--- src/rtl/cargador_pkg.sv ---
// rtl/cargador_pkg.sv - shared state encoding and byte positions for the program loader
package cargador_pkg;

  localparam logic [2:0] ST_LEN0  = 3'd0;
  localparam logic [2:0] ST_LEN1  = 3'd1;
  localparam logic [2:0] ST_DATA  = 3'd2;
  localparam logic [2:0] ST_CHK   = 3'd3;
  localparam logic [2:0] ST_LISTO = 3'd4;
  localparam logic [2:0] ST_ERROR = 3'd5;

  localparam logic [1:0] POS_B0 = 2'd0;
  localparam logic [1:0] POS_B1 = 2'd1;
  localparam logic [1:0] POS_B2 = 2'd2;
  localparam logic [1:0] POS_B3 = 2'd3;

  // States in which the loader still consumes frame bytes
  function automatic logic is_loading(input logic [2:0] st);
    return (st == ST_LEN0) || (st == ST_LEN1) || (st == ST_DATA) || (st == ST_CHK);
  endfunction

endpackage

--- src/rtl/cargador_programa.sv ---
// rtl/cargador_programa.sv - framed byte-stream program loader feeding rv32i instruction memory
module cargador_programa
  import cargador_pkg::*;
#(
  parameter int ADDR_W = 8
) (
  input  logic              clk_RV,
  input  logic              reset,
  input  logic              reiniciar,
  input  logic [7:0]        byte_in,
  input  logic              byte_valid,
  output logic              byte_ready,
  output logic              imem_we,
  output logic [ADDR_W-1:0] imem_addr,
  output logic [31:0]       imem_data,
  output logic              reset_core,
  output logic              listo,
  output logic              error
);

  localparam int CNT_W = ADDR_W + 1;
  localparam logic [16:0] MAX_WORDS = 17'(1) << ADDR_W;

  logic [2:0]       state;
  logic [15:0]      len;
  logic [CNT_W-1:0] word_cnt;
  logic [CNT_W-1:0] cnt_nxt;
  logic [1:0]       idx;
  logic [23:0]      shreg;
  logic [7:0]       chk_acc;
  logic [15:0]      n_rx;
  logic             accept;

  assign byte_ready = is_loading(state) && !reiniciar;
  assign accept     = byte_valid && byte_ready;
  assign n_rx       = {byte_in, len[7:0]};
  assign cnt_nxt    = word_cnt + 1'b1;

  assign reset_core = (state != ST_LISTO);
  assign listo      = (state == ST_LISTO);
  assign error      = (state == ST_ERROR);

  always_ff @(posedge clk_RV or negedge reset) begin
    if (!reset) begin
      state     <= ST_LEN0;
      len       <= '0;
      word_cnt  <= '0;
      idx       <= POS_B0;
      shreg     <= '0;
      chk_acc   <= '0;
      imem_we   <= 1'b0;
      imem_addr <= '0;
      imem_data <= '0;
    end else begin
      imem_we <= 1'b0;
      if (reiniciar) begin
        state    <= ST_LEN0;
        len      <= '0;
        word_cnt <= '0;
        idx      <= POS_B0;
        shreg    <= '0;
        chk_acc  <= '0;
      end else if (accept) begin
        // The checksum byte itself is compared, never folded into the running XOR
        if (state != ST_CHK) begin
          chk_acc <= chk_acc ^ byte_in;
        end
        case (state)
          ST_LEN0: begin
            len[7:0] <= byte_in;
            state    <= ST_LEN1;
          end
          ST_LEN1: begin
            len <= n_rx;
            if ({1'b0, n_rx} > MAX_WORDS) begin
              state <= ST_ERROR;
            end else if (n_rx == 16'd0) begin
              state <= ST_CHK;
            end else begin
              state <= ST_DATA;
            end
          end
          ST_DATA: begin
            if (idx == POS_B3) begin
              imem_we   <= 1'b1;
              imem_addr <= word_cnt[ADDR_W-1:0];
              imem_data <= {byte_in, shreg};
              word_cnt  <= cnt_nxt;
              idx       <= POS_B0;
              // word_cnt is one bit wider than the address so N = 2^ADDR_W ends cleanly
              if (16'(cnt_nxt) == len) begin
                state <= ST_CHK;
              end
            end else begin
              shreg <= {byte_in, shreg[23:8]};
              idx   <= idx + 2'd1;
            end
          end
          ST_CHK: begin
            state <= (byte_in == chk_acc) ? ST_LISTO : ST_ERROR;
          end
          default: begin
          end
        endcase
      end
    end
  end

endmodule

--- config.mk ---
export PLATFORM = sky130hd
export DESIGN_NAME = cargador_programa
export DESIGN_NICKNAME = d
export VERILOG_FILES = /design/src/rtl/cargador_pkg.sv /design/src/rtl/cargador_programa.sv
export SDC_FILE = /design/constraint.sdc
export NUM_CORES = 1
export LEC_CHECK = 0
export BUFFER_PORTS_ARGS = -buffer_cell sky130_fd_sc_hd__clkbuf_2
export CAP_MARGIN = 0
export CORE_MARGIN = 2
export CORE_UTILIZATION = 60
export CTS_BUF_LIST = sky130_fd_sc_hd__clkbuf_4 sky130_fd_sc_hd__clkbuf_8 sky130_fd_sc_hd__clkbuf_16
export DETAILED_ROUTE_END_ITERATION = 16
export GPL_TIMING_DRIVEN = 1
export PLACE_DENSITY_LB_ADDON = 0.3
export SLEW_MARGIN = 25
export SYNTH_ARGS = -nofsm -noshare
export SYNTH_HDL_FRONTEND = slang
export SYNTH_SLANG_ARGS = --single-unit
--- constraint.sdc ---
create_clock -name clk_RV -period 2.9 [get_ports clk_RV]
set_clock_uncertainty 0.2 [all_clocks]
set_input_delay 0.725 -clock clk_RV [delete_from_list [all_inputs] [get_ports clk_RV]]
set_output_delay 0.725 -clock clk_RV [all_outputs]
set_load 0.005 [all_outputs]
==> results.md <==
Placed design:
- Prior to clock tree synthesis, the placed netlist has a worst setup slack of 550 ps.
- At the end of routability-driven placement, the weighted congestion stood at 0.944.
- The detailed placement HPWL is 6420 um.
- Buffers placed on the I/O ports in this run total 56.
- The placed instance area is 0.00495 mm2.

Worst setup path:
- The kind of cell with the highest combined delay along the critical path is flip-flops.
- In this design, the stage delay of the slowest critical-path cell is 490 ps.
- The number of buffers and inverters on the critical path is 2.
- The number of cells on the critical path is 4.
- The critical path goes through nor2_1 -> nand2_1 -> inv_1 -> clkbuf_2.
- The critical path capture point type is a primary output.
- The worst register-to-register path begins at word_cnt[0].
- In this run the register-to-register setup slack is 680 ps.
- On the critical path, the stage with the largest delay is an instance of sky130_fd_sc_hd__dfrtp_1.
- The critical path is of the reg -> out type.
- For the worst setup path, the data arrival time is 1310 ps.
- For the worst setup path, the data required time is 1980 ps.
- STA classifies the critical path startpoint as a flop.
- The endpoint of the most critical register-to-register path is state[0].
- The maximum net fanout on the critical path is 9.
- The cell count of the worst reg-to-reg path is 7.

STA:
- The share of the cycle needed by the critical path after routing is 77.1%.
- The number of pins with negative max-slew slack in the final report came to 0.
- Hold is met by 132 ps.
- The final worst setup slack is 665 ps.
- Setup repair after global routing left no endpoint under its margin.
- The final hold violation count was 0.
- Measured against its own limit, the worst slew margin works out to 38.4%.
- The minimum period implied by the final worst setup slack is 2230 ps.
- The maximum frequency from static timing analysis is 447 MHz.
- The setup TNS is 0 ps.
- Setup violations remaining at the end of the flow were counted as 0.
- At the pin with the least slew margin, the transition time is 924 ps.

Drt:
- The total via count after detailed routing is 3514.
- The violation count after the first detailed-routing iteration is 238.
- The pre-antenna-repair detailed-routing pass consisted of 4 iterations.
- Dividing the detail-routed via count by the number of cells gives 5.32.
- The post-route antenna net violation count is 0.
- The final layout contains routed wiring with a total length of 9300 um.
- The per-cell routed wire length is 14.1 um.
- After detailed routing, the number of remaining DRC violations is 0.

Clock network:
- Clock tree synthesis found a total of 103 sinks.
- The clock tree from TritonCTS is built.
- The post-CTS resize count is 0.
- The later pin in the worst-skew pair is clocked with a latency of 370 ps.
- In this run the number of H-tree levels came out at 3.
- The post-CTS clock slew at the launch and capture registers of the worst setup and hold paths is 110 ps.
- Counting the buffers created by CTS gives 9.
- The worst-case clock buffer depth is 2.
- The number of buffers added for setup after CTS is 0.
- The number of buffers inserted for hold repair after clock tree synthesis is 0.
- The root buffer cell is sky130_fd_sc_hd__clkbuf_8.

Yosys:
- The synthesized area per cell is 9.06 um2.
- The flop and latch count out of synthesis is 103.
- The dominant synthesized flop cell is sky130_fd_sc_hd__dfrtp_1.
- The sequential area share after synthesis is 56.0%.
- Counting every net in the synthesized netlist gives 522.
- During synthesis, Yosys emitted a total of 0 warnings.
- Yosys mapped a number of flops with a built-in enable equal to 0.
- The area of the mapped netlist is 0.00460 mm2.
- In the synthesized netlist the async set-or-reset flop fraction comes to 100%.
- Ranked by total cell area, the synthesized netlist is headed by sky130_fd_sc_hd__dfrtp_1 56%, sky130_fd_sc_hd__nand2_1 15%, sky130_fd_sc_hd__o21ai_0 3.9%.
- The synthesized instance count is 508.
- The cell accounting for the most synthesized area is sky130_fd_sc_hd__dfrtp_1.
- The fraction of post-synthesis cell area in the top cell type by area is 56.0%.
- The number of different library cells used by synthesis comes to 39.

Finish:
- At the end of the flow, the number of nets in the layout was 571.
- The area growth from synthesis to layout is 11.6%.
- The final cell area excluding filler cells is 0.00514 mm2.
- The share of cells above drive strength 1 is 16.0%.
- The antenna diode count is 0.

Global routing:
- The via count of the first global-routing pass is 3386.
- The sum of overflow across all layers after global routing is 0.
- Entering global routing, the biggest net connects 49 pins.
- The first global-routing pass estimated 16200 um of wire.
- The number of antenna violations at the first check in global routing is 0.
- The overall fraction of global-route tracks in use is 24.2%.

Floorplanning:
- The number of placed I/O pins is 57.
- The die span in x is 91.6 um.
- The floorplan row count is 31.
- The die outline area is 0.00839 mm2.
- The core box area is 0.00733 mm2.
- The vertical extent of the die is 91.6 um.
- The initial cell density of the core is 62.8%.

Power and ir drop:
- The leakage power summed over all cells is 2.61 nW.
- VDD sags by at most 0.000319 V.
- Dividing total power by cell area gives a power density of 510 mW/mm2.

Worst hold path:
- The class of the tightest hold or removal check is in -> async.

Outcome:
- The flow ran to the end, and the final reports show no timing, DRC or antenna violations.

Job:
- The tool flagged a number of max-cap violations equal to 0.
-- registers in the layout, summed over array words and instances, names as in the netlist --
register   count
imem_data     32
shreg         24
len           16
word_cnt       9
chk_acc        8
imem_addr      8
state          3
idx            2
imem_we        1
-- routing by layer --
metal  up-vias  share of wire, %  global-route usage (%)
met5         -                 0                       0
met4         0               1.2                    7.58
met3         9               4.6                    5.15
met2        83                49                    38.5
met1      1681                45                    33.6
li1       1741                 -                       -
-- cells in the final DEF, fill, tap and decap left out, drive strengths merged, types with 2 or more instances in the layout --
cell,synthesis,layout
nand3,7,7
ha,2,2
xnor2,12,12
nand4,3,3
xor2,19,19
o21ai,44,44
buf,15,9
clkinvlp,0,2
and3,4,4
nand2b,26,26
dfrtp,103,103
nor3,3,3
nor2,23,23
clkbuf,11,64
nor4,8,8
inv,5,9
o31ai,2,2
a21oi,17,17
nand2,190,190
nand3b,2,2
a31oi,2,2
-- stage by stage --
| step | power, mW | utilization [%] | instances |
|---|---|---|---|
| floorplan | 1.69 | - | 508 |
| global placement | 1.77 | 67.5 | 645 |
| detailed placement | 1.78 | 67.5 | 645 |
| CTS | 2.64 | 70.1 | 661 |
| global route | 2.73 | 70.1 | 661 |
| finish | 2.62 | 70.1 | 661 |
-- worst max-delay path by stage --
stage / startpoint / end / slack, ps
after floorplan: byte_in[3] / state[1] / 960
after global placement: byte_valid / len[7] / 640
after detailed placement: reiniciar / word_cnt[4] / 550
after CTS: state[1] / listo / 660
after global routing: word_cnt[0] / state[0] / 540
final: state[1] / listo / 670
-- worst register-to-register path, delay by kind of cell (launching register included) --
family          cells  cell delay, ps
simple gates        2             430
fa+ha+maj           1             330
flops               1             450
xor+xnor            1             200
compound gates      3             530
-- final cells by class --
cell class / instances / area, um2
sequential: 103 / 2580
fill: 573 / 2190
multi-input combinational: 374 / 1870
timing repair buffer: 64 / 355
clock buffer: 9 / 124
tap: 99 / 124
clock inverter: 7 / 62.6
inverter: 5 / 18.8
-- cell usage after synthesis, types with 2 or more instances --
library cell / number
sky130_fd_sc_hd__inv_2: 2
sky130_fd_sc_hd__o31ai_1: 2
sky130_fd_sc_hd__buf_4: 6
sky130_fd_sc_hd__o21ai_0: 36
sky130_fd_sc_hd__a31oi_1: 2
sky130_fd_sc_hd__inv_1: 3
sky130_fd_sc_hd__nand3_1: 6
sky130_fd_sc_hd__a21oi_1: 16
sky130_fd_sc_hd__and3_1: 4
sky130_fd_sc_hd__nand2_1: 190
sky130_fd_sc_hd__o21ai_1: 8
sky130_fd_sc_hd__nor3_2: 2
sky130_fd_sc_hd__xnor2_1: 12
sky130_fd_sc_hd__nor2_1: 22
sky130_fd_sc_hd__xor2_1: 19
sky130_fd_sc_hd__nand3b_1: 2
sky130_fd_sc_hd__clkbuf_1: 11
sky130_fd_sc_hd__buf_2: 8
sky130_fd_sc_hd__dfrtp_1: 103
sky130_fd_sc_hd__nand4_1: 3
sky130_fd_sc_hd__ha_1: 2
sky130_fd_sc_hd__nor4_1: 7
sky130_fd_sc_hd__nand2b_1: 26
-- where the power goes --
group          internal, mW  leakage (nW)  switching [mW]
Clock                 0.332        0.0916           0.534
Sequential             1.49          1.41          0.0490
Combinational        0.0801          1.11           0.140
Total                  1.90          2.61           0.723
-- cells by family (layout without fill, tap and decap cells) --
group	Yosys count	after routing	share of synthesized area [%]
xor+xnor	31	31	5.90
fa+ha+maj	2	2	0.544
simple gates	271	271	25.7
mux	1	1	0.217
buf+inv	31	85	3.40
compound gates	69	69	8.24
flops	103	103	56.0
Note: power is estimated with default switching activity, not from simulation.
